`config.mk`:
```
export PLATFORM = sky130hd
export DESIGN_NAME = gcd_frac_reducer
export DESIGN_NICKNAME = d
export VERILOG_FILES = /design/src/rtl/gcd_frac_reducer.sv
export SDC_FILE = /design/constraint.sdc
export NUM_CORES = 1
export LEC_CHECK = 0
export ABC_AREA = 1
export CAP_MARGIN = 25
export CORE_MARGIN = 2
export CORE_UTILIZATION = 40
export CTS_CLUSTER_SIZE = 12
export DETAILED_ROUTE_END_ITERATION = 12
export GPL_TIMING_DRIVEN = 0
export PLACE_DENSITY_LB_ADDON = 0.1
export SETUP_SLACK_MARGIN = 0.05
export SYNTH_ARGS = -nofsm -noshare
export SYNTH_HDL_FRONTEND = slang
export SYNTH_SLANG_ARGS = --single-unit
```
`constraint.sdc`:
```
create_clock -name clk -period 5.65 [get_ports clk]
set_input_delay 0.8475 -clock clk [delete_from_list [all_inputs] [get_ports clk]]
set_output_delay 0.8475 -clock clk [all_outputs]
set_load 0.03 [all_outputs]
```
`src/rtl/gcd_frac_reducer.sv`:
```
// Fraction reducer: sends {num, den} to an external GCD server,
// then divides both operands by the returned g.
module gcd_frac_reducer #(
    parameter int p_nbits = 16
) (
    input  logic                 clk,
    input  logic                 rst,
    input  logic [2*p_nbits-1:0] istream_msg,
    input  logic                 istream_val,
    output logic                 istream_rdy,
    output logic [2*p_nbits-1:0] gcd_req_msg,
    output logic                 gcd_req_val,
    input  logic                 gcd_req_rdy,
    input  logic [p_nbits-1:0]   gcd_resp_msg,
    input  logic                 gcd_resp_val,
    output logic                 gcd_resp_rdy,
    output logic [2*p_nbits-1:0] ostream_msg,
    output logic                 ostream_val,
    input  logic                 ostream_rdy
);
    localparam int N  = p_nbits;
    localparam int CW = $clog2(N) + 1;

    typedef enum logic [2:0] {
        S_IDLE, S_REQ, S_WAIT, S_DIV, S_DONE
    } state_t;

    state_t         state_q, state_d;
    logic [N-1:0]   a_q, a_d, b_q, b_d, g_q, g_d;
    logic [N-1:0]   qa_q, qa_d, qb_q, qb_d;
    logic [N:0]     ra_q, ra_d, rb_q, rb_d;
    logic [CW-1:0]  cnt_q, cnt_d;
    logic           irdy_q, irdy_d, reqv_q, reqv_d;
    logic           rrdy_q, rrdy_d, ov_q, ov_d;

    logic [N:0]     ra_sh, rb_sh, gx;
    logic           ra_ge, rb_ge;

    always_comb begin
        state_d = state_q;
        a_d     = a_q;
        b_d     = b_q;
        g_d     = g_q;
        qa_d    = qa_q;
        qb_d    = qb_q;
        ra_d    = ra_q;
        rb_d    = rb_q;
        cnt_d   = cnt_q;
        // One restoring-division step for both operands against shared g
        gx      = {1'b0, g_q};
        ra_sh   = {ra_q[N-1:0], qa_q[N-1]};
        rb_sh   = {rb_q[N-1:0], qb_q[N-1]};
        ra_ge   = (ra_sh >= gx);
        rb_ge   = (rb_sh >= gx);

        unique case (state_q)
            S_IDLE: begin
                if (istream_val && irdy_q) begin
                    a_d     = istream_msg[2*N-1:N];
                    b_d     = istream_msg[N-1:0];
                    state_d = S_REQ;
                end
            end
            S_REQ: begin
                if (reqv_q && gcd_req_rdy) state_d = S_WAIT;
            end
            S_WAIT: begin
                if (rrdy_q && gcd_resp_val) begin
                    g_d = gcd_resp_msg;
                    if (gcd_resp_msg == '0) begin
                        qa_d    = '0;
                        qb_d    = '0;
                        state_d = S_DONE;
                    end else begin
                        qa_d    = a_q;
                        qb_d    = b_q;
                        ra_d    = '0;
                        rb_d    = '0;
                        cnt_d   = CW'(N);
                        state_d = S_DIV;
                    end
                end
            end
            S_DIV: begin
                ra_d  = ra_ge ? (ra_sh - gx) : ra_sh;
                rb_d  = rb_ge ? (rb_sh - gx) : rb_sh;
                qa_d  = {qa_q[N-2:0], ra_ge};
                qb_d  = {qb_q[N-2:0], rb_ge};
                cnt_d = cnt_q - 1'b1;
                if (cnt_q == CW'(1)) state_d = S_DONE;
            end
            S_DONE: begin
                if (ov_q && ostream_rdy) state_d = S_IDLE;
            end
            default: state_d = S_IDLE;
        endcase

        irdy_d = (state_d == S_IDLE);
        reqv_d = (state_d == S_REQ);
        rrdy_d = (state_d == S_WAIT);
        ov_d   = (state_d == S_DONE);
    end

    always_ff @(posedge clk or negedge rst) begin
        if (!rst) begin
            state_q <= S_IDLE;
            a_q     <= '0;
            b_q     <= '0;
            g_q     <= '0;
            qa_q    <= '0;
            qb_q    <= '0;
            ra_q    <= '0;
            rb_q    <= '0;
            cnt_q   <= '0;
            irdy_q  <= 1'b1;
            reqv_q  <= 1'b0;
            rrdy_q  <= 1'b0;
            ov_q    <= 1'b0;
        end else begin
            state_q <= state_d;
            a_q     <= a_d;
            b_q     <= b_d;
            g_q     <= g_d;
            qa_q    <= qa_d;
            qb_q    <= qb_d;
            ra_q    <= ra_d;
            rb_q    <= rb_d;
            cnt_q   <= cnt_d;
            irdy_q  <= irdy_d;
            reqv_q  <= reqv_d;
            rrdy_q  <= rrdy_d;
            ov_q    <= ov_d;
        end
    end

    assign istream_rdy  = irdy_q;
    assign gcd_req_val  = reqv_q;
    assign gcd_req_msg  = {a_q, b_q};
    assign gcd_resp_rdy = rrdy_q;
    assign ostream_val  = ov_q;
    assign ostream_msg  = {qa_q, qb_q};
endmodule

```
# After elaboration in Yosys (flattened, before gate mapping)

Index checks and enable logic that the tools add are counted.

Order comparisons: 2
$add $sub $neg: 3
Reductions and logical operators: 12
Multiplexer cells: 22
Equal/unequal tests: 10

Operator list:

| kind                | number |
|---|---|
| $mux 16             | 8 |
| $pmux 16 s2         | 4 |
| $ge 17x16->1        | 2 |
| $sub 16x16->16      | 2 |
| $mux 3              | 6 |
| $logic_not 16->1    | 1 |
| $pmux 3 s5          | 1 |
| $mux 5              | 2 |
| $pmux 5 s2          | 1 |
| $eq 3x2->1 const B  | 3 |
| $eq 3x1->1 const B  | 2 |
| $eq 3x3->1 const B  | 2 |
| $logic_not 3->1     | 2 |
| $reduce_and 2->1    | 3 |
| $eq 5x1->1 const B  | 1 |
| $sub 5x1->5 const B | 1 |
| $logic_and 1x1->1   | 4 |
| $ne 2x2->1 const B  | 2 |
| $reduce_and 3->1    | 1 |
| $reduce_bool 2->1   | 1 |

Flip-flop bits (word level): 124
Input port bits: 54
Logic and storage cells: 62
Output and inout port bits: 68

# Longest topological paths before layout

Depth after elaboration: 5
Gate-level depth with buffers: 15
Gate-level depth less buffers: 14

# Least setup slack after synthesis

OpenSTA, ideal clock, no wires.

Path kind: register to register
Start point: register qb_q[15]
End point: register rb_q[14]
Arrival: 1.932 ns
Required time: 5.533 ns
Setup slack: 3.601 ns
Stages on the path, launching flop included: 14
Path buffers: 0
Cells stage by stage: dfrtp_1 inv_1 ha_1 fa_1 inv_1 nand3_1 nand3_1 nand2_1 nand2_1 nand2_1 nand3_1 nand3_2 nand2_1 nand2_1

Longest elaborated chain between the ends: 3
Elaborated cells on any way between the ends: 4

Ends and longest elaborated chain:

| what                                                  | line   | RTL |
|---|---|---|
| start: declaration                                    | 30     | `logic [N-1:0] qa_q, qa_d, qb_q, qb_d;` |
| start signal: assignment                              | 125    | `qb_q <= qb_d;` |
| $sub 16x16->16 / $ge 17x16->1 (equally long branches) | 86, 54 |  |
| $mux 16 (*)                                           | 86     | `rb_d = rb_ge ? (rb_sh - gx) : rb_sh;` |
| $pmux 16 s2 (*)                                       | 56     | `unique case (state_q)` |
| end signal: assignment                                | 127    | `rb_q <= rb_d;` |
| end: declaration                                      | 31     | `logic [N:0] ra_q, ra_d, rb_q, rb_d;` |

Every way passes the cells marked *; elsewhere a longest branch is shown, timed or not.
A chain may end at the register's enable or synchronous reset.

# Worst setup path after layout

Start point: input port gcd_resp_msg[3]
End point: register qb_q[7]

Longest elaborated chain between the ends: 4

Ends and longest elaborated chain:

| what               | line | RTL |
|---|---|---|
| start: declaration | 14   | `input logic [p_nbits-1:0] gcd_resp_msg,` |
| $logic_not 16->1   | 70   | `if (gcd_resp_msg == '0) begin` |
| $mux 16            | 70   |  |
| $mux 16            | 68   | `if (rrdy_q && gcd_resp_val) begin` |
| $pmux 16 s2        | 56   |  |

No other way between the ends. The select of a mux whose other input is x is not followed.

==> flow_metrics.env <==
export IMPL_die_area_sq_um=19800
export IMPL_arrival_ps=2940
export IMPL_avgSynthCellArea_sq_um=7.56
export IMPL_total_power_mw=6.80
export IMPL_nets=1222
export IMPL_drive_above_1_share_pct=8.57
export IMPL_grt_pass1_wl_mm=35.7
export IMPL_cts_sinks=124
export IMPL_finalInstanceArea_sq_um=9650
export IMPL_timing_setup_critical_path_class="primary input to flop"
export IMPL_slew_violations=0
export IMPL_ant_nets=0
export IMPL_grt_ovfl_total=0
export IMPL_cts_setup_buffers=0
export IMPL_worst_pin_slew_ps=700
export IMPL_power_density_nw_per_um2=705
export IMPL_drt_total_wl_mm=21.9
export IMPL_path_buf_inv=3
export IMPL_grt_max_degree=71
export IMPL_insertion_delay_ps=420
export IMPL_cts_root_buf="clkbuf_16"
export IMPL_fmax_mhz=375
export IMPL_hold_path_class="primary input to asynchronous set/reset pin"
export IMPL_die_height_um=141
export IMPL_cp_required_ps=5930
export IMPL_clockBufferDepth=2
export IMPL_numCtsBuffers=17
export IMPL_synth_distinct_cells=41
export IMPL_clk_pin_slew_ps=60
export IMPL_fin_setup_tns_ps=0
export IMPL_drcViolationCount=0
export IMPL_skew_ps=9.75
export IMPL_cp_startpoint="gcd_resp_msg[3]"
export IMPL_cap_violations=0
export IMPL_setup_viol=0
export IMPL_grt_pass1_vias=6665
export IMPL_cts_tree="done"
export IMPL_area_delta_synth_final_pct=28.7
export IMPL_crit_chain="clkdlybuf4s50_1 > nor2_1 > nand4_1 > nor2_1 > inv_2 > nand2_2 > clkbuf_1 > o21ai_0"
export IMPL_route_detailed_wl_per_inst_um=15.9
export IMPL_synthCells=991
export IMPL_dpl_cell_area_sq_um=9030
export IMPL_num_antenna_cells=0
export IMPL_gp_congestion=0.931
export IMPL_die_x_um=141
export IMPL_io_pins=122
export IMPL_hold_viol_final=0
export IMPL_first_iter_violations=468
export IMPL_cp_slowest_cell="clkbuf_1"
export IMPL_dp_hpwl_mm=16.6
export IMPL_portBuffers=121
export IMPL_yosys_warnings=0
export IMPL_path_delay_family="buffers and inverters"
export IMPL_netlist_area_sq_um=7490
export IMPL_yosysSeqAreaShare_pct=41.4
export IMPL_hold_buffers=0
export IMPL_cpMostUsedCell="nor2_1"
export IMPL_startpoint_type="primary input"
export IMPL_slowest_delay_ps=450
export IMPL_rsz0062_at_grt="no"
export IMPL_relSlewSlack_pct=53.4
export IMPL_path_max_fanout=10
export IMPL_htree_levels=4
export IMPL_whs_ps=382
export IMPL_placementRows=50
export IMPL_finalCritPeriodShare_pct=47.2
export IMPL_core_sq_um=18500
export IMPL_p_leak_nw=4.88
export IMPL_endpoint_kind="flop"
export IMPL_regToRegStartpoint="qb_q[15]"
export IMPL_grt_antenna_before_repair=0
export IMPL_ir_drop_mv=0.355
export IMPL_fin_crit_ps=2670
export IMPL_syn_num_nets=1081
export IMPL_outcome="completed"
export IMPL_vias=6820
export IMPL_nFillCells=1822
export IMPL_dr_pass1_iters=5
export IMPL_initial_core_util_pct=40.5
export IMPL_post_cts_resized=0
export IMPL_synth_seq_cells=124
export IMPL_grt_util_all_layers_pct=22.9
export IMPL_routed_via_density=4.95
cell usage in the layout, fill, tap and decap left out, drive strengths merged, types with 6 or more instances in the layout:
cell           netlist  layout
nand2              266     266
inv                139     142
dfrtp              123     123
clkdlybuf4s50        0     120
nand3              115     115
nor2                88      88
o21ai               54      54
a21oi               45      45
clkbuf              17      35
ha                  34      34
a22oi               30      30
buf                 17      19
nand4               13      13
xnor2               10      10
mux2                 8       8
nand3b               7       7
clkinv               1       7
nor3                 6       6
layer usage:
| metal | part of all wire, % | GRT usage [%] | up-vias | wire length (um) |
|---|---|---|---|---|
| met2 | 45 | 35.9 | 165 | 9790 |
| met3 | 7.2 | 7.37 | 22 | 1580 |
| met5 | 0 | 0 | - | 0 |
| li1 | - | - | 3507 | - |
| met1 | 47 | 30.7 | 3126 | 10300 |
| met4 | 1.4 | 5.95 | 0 | 301 |
power breakdown:
group | internal, mW | switching [mW]
Clock | 0.741 | 0.434
Sequential | 1.31 | 0.291
Combinational | 1.52 | 2.51
Total | 3.57 | 3.24
metrics by stage:
stage	worst slack [ps]	util, %	std cells
floorplan	3600	-	991
global placement	-1530	48.6	1346
detailed placement	2530	48.8	1347
CTS	2970	52.1	1378
global route	2790	52.1	1378
finish	2980	52.1	1378
final timing paths:
kind                             to  slack, ps  cells past startpoint
setup / recovery            qb_q[7]       2980                      8
hold / removal               g_q[2]        380                      1
setup reg to reg           rb_q[14]       3430                     13
hold reg to reg            cnt_q[3]        480                      1
max in group asynchronous   ra_q[6]       4520                      2
min in group clk           cnt_q[3]        480                      1
sequential cells by signal (all words and copies together), names as in the netlist:
register / cells
ostream_val: 1
gcd_resp_rdy: 1
cnt_q: 5
g_q: 16
qa_q: 16
ra_q: 16
qb_q: 16
rb_q: 16
b_q: 16
istream_rdy: 1
state_q: 3
gcd_req_val: 1
a_q: 16
area by class of cell:
class	instances	area (sq um)	area share (%)
Buffer	34	183	1.89
Clock buffer	18	429	4.45
Clock inverter	13	191	1.98
Inverter	140	526	5.45
Multi-Input combinational cell	693	3680	38.2
Sequential cell	124	3100	32.2
Tap cell	234	293	3.03
Timing Repair Buffer	122	1240	12.9
cells by family after synthesis:
family                     after synthesis  synth area share (%)
buffers and inverters                  174                  9.45
adders and majority gates               36                  6.21
DFF                                    124                  41.4
xor gates and xnor gates                14                  1.64
AOI/OAI and AO/OA                      138                  10.8
and+or+nand+nor                        497                  29.3
muxes                                    8                  1.20
cells in the mapped netlist (all sizes together):
| master | instances | area share (%) |
|---|---|---|
| nand2 | 266 | 14 |
| inv | 139 | 7.0 |
| dfrtp | 123 | 41 |
| nand3 | 115 | 7.9 |
| nor2 | 88 | 5.0 |
| o21ai | 54 | 3.7 |
| a21oi | 45 | 3.1 |
| ha | 34 | 5.7 |
| a22oi | 30 | 3.0 |
| buf | 17 | 1.6 |
| clkbuf | 17 | 0.85 |
| nand4 | 13 | 1.1 |
| xnor2 | 10 | 1.2 |
| mux2 | 8 | 1.2 |
| nand3b | 7 | 0.70 |
| nor3 | 6 | 0.40 |
| o21bai | 4 | 0.55 |
| xor2 | 4 | 0.47 |
| fa | 2 | 0.53 |
| o211ai | 2 | 0.20 |
| or2 | 2 | 0.17 |
| a21o | 1 | 0.10 |
| clkinv | 1 | 0.050 |
| dfstp | 1 | 0.35 |
| o22ai | 1 | 0.084 |
| o32ai | 1 | 0.12 |
No activity file was read; power rests on OpenSTA's default activity.
==> RTL change 1 (same flow settings) <==
Change the parameter `p_nbits` from 16 to 32.
--- a/src/rtl/gcd_frac_reducer.sv
+++ b/src/rtl/gcd_frac_reducer.sv
@@ -1,7 +1,7 @@
 // Fraction reducer: sends {num, den} to an external GCD server,
 // then divides both operands by the returned g.
 module gcd_frac_reducer #(
-    parameter int p_nbits = 16
+    parameter int p_nbits = 32
 ) (
     input  logic                 clk,
     input  logic                 rst,
Interface: changed (resized gcd_req_msg, gcd_resp_msg, istream_msg and ostream_msg); port bits go from 122 to 234. The function was not compared with the original's and may differ.
==> RTL change 1 against the original RTL <==
Sequential cell count grew 113; first-iteration DRC count is 120% higher; total power increased by 120%; wire length grew 150%; global-route usage up 4.1 points; utilization down 1.1 points; combinational power up 140%; area after synthesis is 110% higher; final area grew 100%; setup slack got worse by 0.42 ns; synthesized cell count increased by 130%; clock skew rose by 0.015 ns; critical path type unchanged; largest power group unchanged.
==> RTL change 1: results (changes against the original RTL) <==
----------------------------------------------------
[Run status]
  Status ... completed (unchanged)

[Global routing]
  Largest net degree at the start of global routing ... 106 (was 71)
  Wire length of the first global-routing pass ... 86.0 mm (was 35.7 mm)
  Global-route total usage across every layer ... 27.0% (was 22.9%)
  Number of antenna violations at the first check in global routing ... 6 (was 0)

[Clock network]
  Count of buffers added by post-CTS timing repair for setup ... 0 (unchanged)
  Max H-tree Level ... 1 (was 4)
  Max clock buf depth ... 3 (was 2)
  Number of cells upsized or downsized after cts ... 0 (unchanged)
  Clock latency reported for the late side of the worst-skew pair ... 0.58 ns (was 0.42 ns)
  Clock buffers created by TritonCTS ... 28 (was 17)

[Synthesis]
  Share of the synthesized area in the top cell type ... 37.7% (was 41.1%)
  Average cell area after synthesis ... 6.83 um^2 (was 7.56 um^2)
  Largest cells by area after synthesis ... dfrtp_1, nand2_1, inv_1 (was dfrtp_1, nand2_1, nand3_1)
  Count of yosys warnings during synthesis ... 0 (unchanged)
  Synth cell types ... 41 (unchanged)
  Top cell types by occurrence after synthesis ... nand2_1, inv_1, dfrtp_1 (unchanged)
  Net Count, Synth ... 2463 (was 1081)
  Post-synthesis sequential area ratio ... 37.9% (was 41.4%)

[Placed design]
  Placer Congestion ... 0.946 (was 0.931)
  Placed wire-length estimate ... 43.6 mm (was 16.6 mm)
  Cell area reported after detailed placement ... 0.0187 mm^2 (was 0.00903 mm^2)
  Port Buf Inserts ... 233 (was 121)
  Placed insts ... 3046 (was 1347)

[Drt]
  Vias after detailed routing ... 15400 (was 6820)
  Iteration-0 DRC Markers ... 1016 (was 468)
  Routed WL ... 54.4 mm (was 21.9 mm)
  Routed length per placed instance ... 17.5 um (was 15.9 um)

[Critical path]
  Maximum single-stage delay on the critical path ... 0.69 ns (was 0.45 ns)
  Crit path kind ... primary input to flop (unchanged)
  Critical path data arrival time ... 3.59 ns (was 2.94 ns)
  Number of cells on the worst reg-to-reg path ... 14 (was 13)
  Highest-delay cell along the critical path ... nor2_2 (was clkbuf_1)
  Delay-heaviest family, CP ... simple AND/OR/NAND/NOR gates (was buffers and inverters)
  Worst reg2reg setup slack ... 2.94 ns (was 3.43 ns)
  Worst flop-to-flop path startpoint ... g_q[1]$_DFFE_PN0P_ (was qb_q[15]$_DFFE_PN0P_)
  Largest fanout on the critical path ... 10 (unchanged)
  Launch point of the critical path ... gcd_resp_msg[24] (was gcd_resp_msg[3])
  Capture instance of the worst register-to-register path ... rb_q[25]$_DFFE_PN0P_ (was rb_q[14]$_DFFE_PN0P_)

[Final layout]
  Fraction of layout cells with a size suffix above 1 ... 4.88% (was 8.57%)
  Fillers ... 3894 (was 1822)
  Total Nets Final ... 2728 (was 1222)

[Power and ir drop]
  P_leak ... 10.3 nW (was 4.88 nW)
  Worst vdd ir ... 0.000311 V (was 0.000355 V)

[Hold path]
  Worst hold path type ... primary input to async pin (unchanged)

[Timing]
  Transition time at the pin with the least slew margin ... 0.887 ns (was 0.700 ns)
  Maximum clock skew at final layout ... 0.0247 ns (was 0.00975 ns)

----------------------------------------------------
==> RTL change 1: cell type report <==
cell class,count,area share [%]
timing repair buffer,235,12.1
antenna,3,0.0381
buffer,82,2.31
inverter,335,6.38
clock inverter,10,0.819
clock buffer,42,4.28
tap,518,3.29
sequential,237,30.1
multi-input combinational,1639,40.6
==> RTL change 1: metrics by stage <==
stage          setup WS [ns]  hold WS, ns   TNS, ns  util, %
6_report                2.56        0.149         0     51.0
5_1_grt                 2.39        0.165         0     51.0
4_1_cts                 2.62        0.149         0     51.0
3_5_place_dp            2.03        0.473         0     48.4
3_3_place_gp           -6.94        0.465  -1632.52     48.2
2_1_floorplan           3.52        0.453         0        -
==> RTL change 1: report_power, final <==
| part | internal, mW | switching, mW | total [mW] |
|---|---|---|---|
| clock | 1.17 | 0.765 | 1.94 |
| combinational | 3.50 | 6.26 | 9.75 |
| sequential | 2.52 | 0.648 | 3.17 |
| total | 7.19 | 7.67 | 14.9 |
==> RTL change 1: per-layer routing <==
layer | track usage (%) | part of all wire (%)
met2 | 43.4 | 45
met4 | 7.30 | 2.7
met5 | 0 | 0.075
met3 | 7.82 | 8.7
met1 | 35.5 | 44
==> RTL change 1: logic make-up after synthesis <==
kind of cell	count (synthesis)	share of synthesized area (%)
AO/OA/AOI/OAI	241	8.93
XOR/XNOR	31	1.73
adder cells (fa/ha/maj)	68	5.53
buffers and inverters	417	10.9
flip-flops	237	37.9
AND/OR/NAND/NOR	1299	35.0
==> RTL change 2 (same settings) <==
Without the edit above. The 5 states of `state_t` get a Gray code encoding in 3 bits.
--- a/src/rtl/gcd_frac_reducer.sv
+++ b/src/rtl/gcd_frac_reducer.sv
@@ -22,7 +22,7 @@
     localparam int CW = $clog2(N) + 1;
 
     typedef enum logic [2:0] {
-        S_IDLE, S_REQ, S_WAIT, S_DIV, S_DONE
+        S_IDLE = 3'b000, S_REQ = 3'b001, S_WAIT = 3'b011, S_DIV = 3'b010, S_DONE = 3'b110
     } state_t;
 
     state_t         state_q, state_d;
Behaviour: same outputs for any inputs over 4 cycles, from zero or initial values and one cycle with rst low; so few cycles prove little.
==> RTL change 2 against the original RTL <==
Global-route usage decreased by 0.49 points; sequential cell count is the same; non-clock buffer count decreased by 5; setup slack improved by 0.18 ns; die area grew 4.7%; wire length shrank 0.41%; utilization decreased by 0.27 points; area after synthesis grew 4.8%; final area rose by 3.9%; synthesized cell count down 1.6%.
Power is not shown: default switching activity piles up to over one toggle a cycle in this logic, so the estimate is an artifact.
==> RTL change 2: results (changes against the original RTL) <==
----------------------------------------------------
[Run status]
  Status ... completed (unchanged)

[Global routing]
  Number of antenna violations at the first check in global routing ... 2 (was 0)
  Global-route total usage across every layer ... 22.4% (was 22.9%)
  Wire length of the first global-routing pass ... 35.7 mm (about the same)
  Largest net degree at the start of global routing ... 89 (was 71)
  Via count of the first global-routing pass ... 6948 (was 6665)

[Placed design]
  Placer Congestion ... 0.927 (was 0.931)
  Placed wire-length estimate ... 16.8 mm (was 16.6 mm)
  Port Buf Inserts ... 121 (unchanged)

[Clock network]
  Count of hold buffers inserted by post-cts repair ... 0 (unchanged)
  Max H-tree Level ... 4 (unchanged)
  Count of buffers added by post-CTS timing repair for setup ... 0 (unchanged)
  Number of cells upsized or downsized after cts ... 0 (unchanged)
  Max clock buf depth ... 2 (unchanged)
  Clock root buffer ... clkbuf_16 (unchanged)
  Clk pin slew, worst setup/hold paths ... 0.06 ns (about the same)
  Clock buffers created by TritonCTS ... 17 (unchanged)
  Clock latency reported for the late side of the worst-skew pair ... 0.42 ns (about the same)

[Synthesis]
  Post-synthesis sequential area ratio ... 39.5% (was 41.4%)
  Average cell area after synthesis ... 8.06 um^2 (was 7.56 um^2)
  Count of yosys warnings during synthesis ... 0 (unchanged)
  Net Count, Synth ... 1065 (was 1081)
  Largest cells by area after synthesis ... dfrtp_1, nand2_1, inv_1 (was dfrtp_1, nand2_1, nand3_1)
  Top cell types by occurrence after synthesis ... nand2_1, inv_1, dfrtp_1 (unchanged)
  Synth cell types ... 47 (was 41)
  Ys async rst share ... 100% (unchanged)

[Timing]
  Maximum clock skew at final layout ... 0.0106 ns (was 0.00975 ns)
  Transition time at the pin with the least slew margin ... 0.500 ns (was 0.700 ns)
  Worst hold slack across all endpoints ... 0.331 ns (was 0.382 ns)
  Final-report setup violation count ... 0 (unchanged)

[Critical path]
  Worst reg2reg setup slack ... 3.44 ns (was 3.43 ns)
  Maximum single-stage delay on the critical path ... 0.69 ns (was 0.45 ns)
  Largest fanout on the critical path ... 2 (was 10)
  Delay-heaviest family, CP ... buffers and inverters (unchanged)
  Highest-delay cell along the critical path ... clkdlybuf4s50_1 (was clkbuf_1)

[Hold path]
  Worst hold path type ... primary input to async pin (unchanged)

[Final layout]
  Antenna diode instance count ... 0 (unchanged)
  Post-Layout Cell Count ... 1394 (was 1378)
  Total Nets Final ... 1206 (was 1222)
  Fillers ... 1923 (was 1822)
  Fraction of layout cells with a size suffix above 1 ... 15.3% (was 8.57%)

[Drt]
  Number of detailed-routing iterations run before antenna repair ... 5 (unchanged)
  Vias per cell ... 4.92 (was 4.95)
  Iteration-0 DRC Markers ... 341 (was 468)
  Routed WL ... 21.8 mm (was 21.9 mm)

----------------------------------------------------
-- RTL change 2: cell count changes in the layout (fill, tap and decap cells not counted), moves of 16 or more --
cell,delta
a21oi_1,-32
a22oi_1,-26
inv_1,+16
mux2_2,+24
nand2_2,+17
nor2_1,-48
o21ai_0,-19
o221ai_1,+28
-- RTL change 2: logic make-up (layout without fill, tap and decap cells) --
logic type,after synthesis,after routing,synth area share (%)
and+or+nand+nor,499,499,30.8
xor gates and xnor gates,14,14,1.56
AOI/OAI and AO/OA,84,84,7.76
buffers and inverters,186,340,9.83
adders and majority gates,36,36,5.93
DFF,124,124,39.5
muxes,32,32,4.59
-- RTL change 2: routing by layer --
metal,GRT usage [%],share of wire (%)
met1,28.6,45
met2,36.6,46
met3,6.66,6.2
met4,6.97,2.1
met5,0,0.055
-- RTL change 2: stage by stage --
step	cell area, um^2	setup slack, ns	setup TNS [ns]
detailed placement	9430	2.81	0
global placement	9400	-1.59	-193.75
CTS	10000	3.15	0
floorplan	7850	3.66	0
global route	10000	3.08	0
finish	10000	3.16	0
-- RTL change 2: path summary, 6_finish.rpt --
check                                       from                    to  depth (start not counted)
max                        istream_rdy$_DFF_PN1_           istream_rdy                          1
min reg2reg                  g_q[10]$_DFFE_PN0P_   g_q[10]$_DFFE_PN0P_                          2
max reg2reg                  g_q[10]$_DFFE_PN0P_  ra_q[13]$_DFFE_PN0P_                         14
min                                          rst   rb_q[8]$_DFFE_PN0P_                          1
max in group asynchronous                    rst    a_q[0]$_DFFE_PN0P_                          2
min in group clk             g_q[10]$_DFFE_PN0P_   g_q[10]$_DFFE_PN0P_                          2
-- RTL change 2: cell type report --
| cell class | count | area share (%) |
|---|---|---|
| clock buffers | 17 | 4.25 |
| inverters | 157 | 5.88 |
| multi-input cells | 665 | 39.7 |
| clock inverters | 15 | 1.70 |
| plain buffers | 29 | 1.82 |
| repair buffers | 122 | 12.4 |
| flip-flops and latches | 124 | 31.0 |
| well taps | 265 | 3.31 |
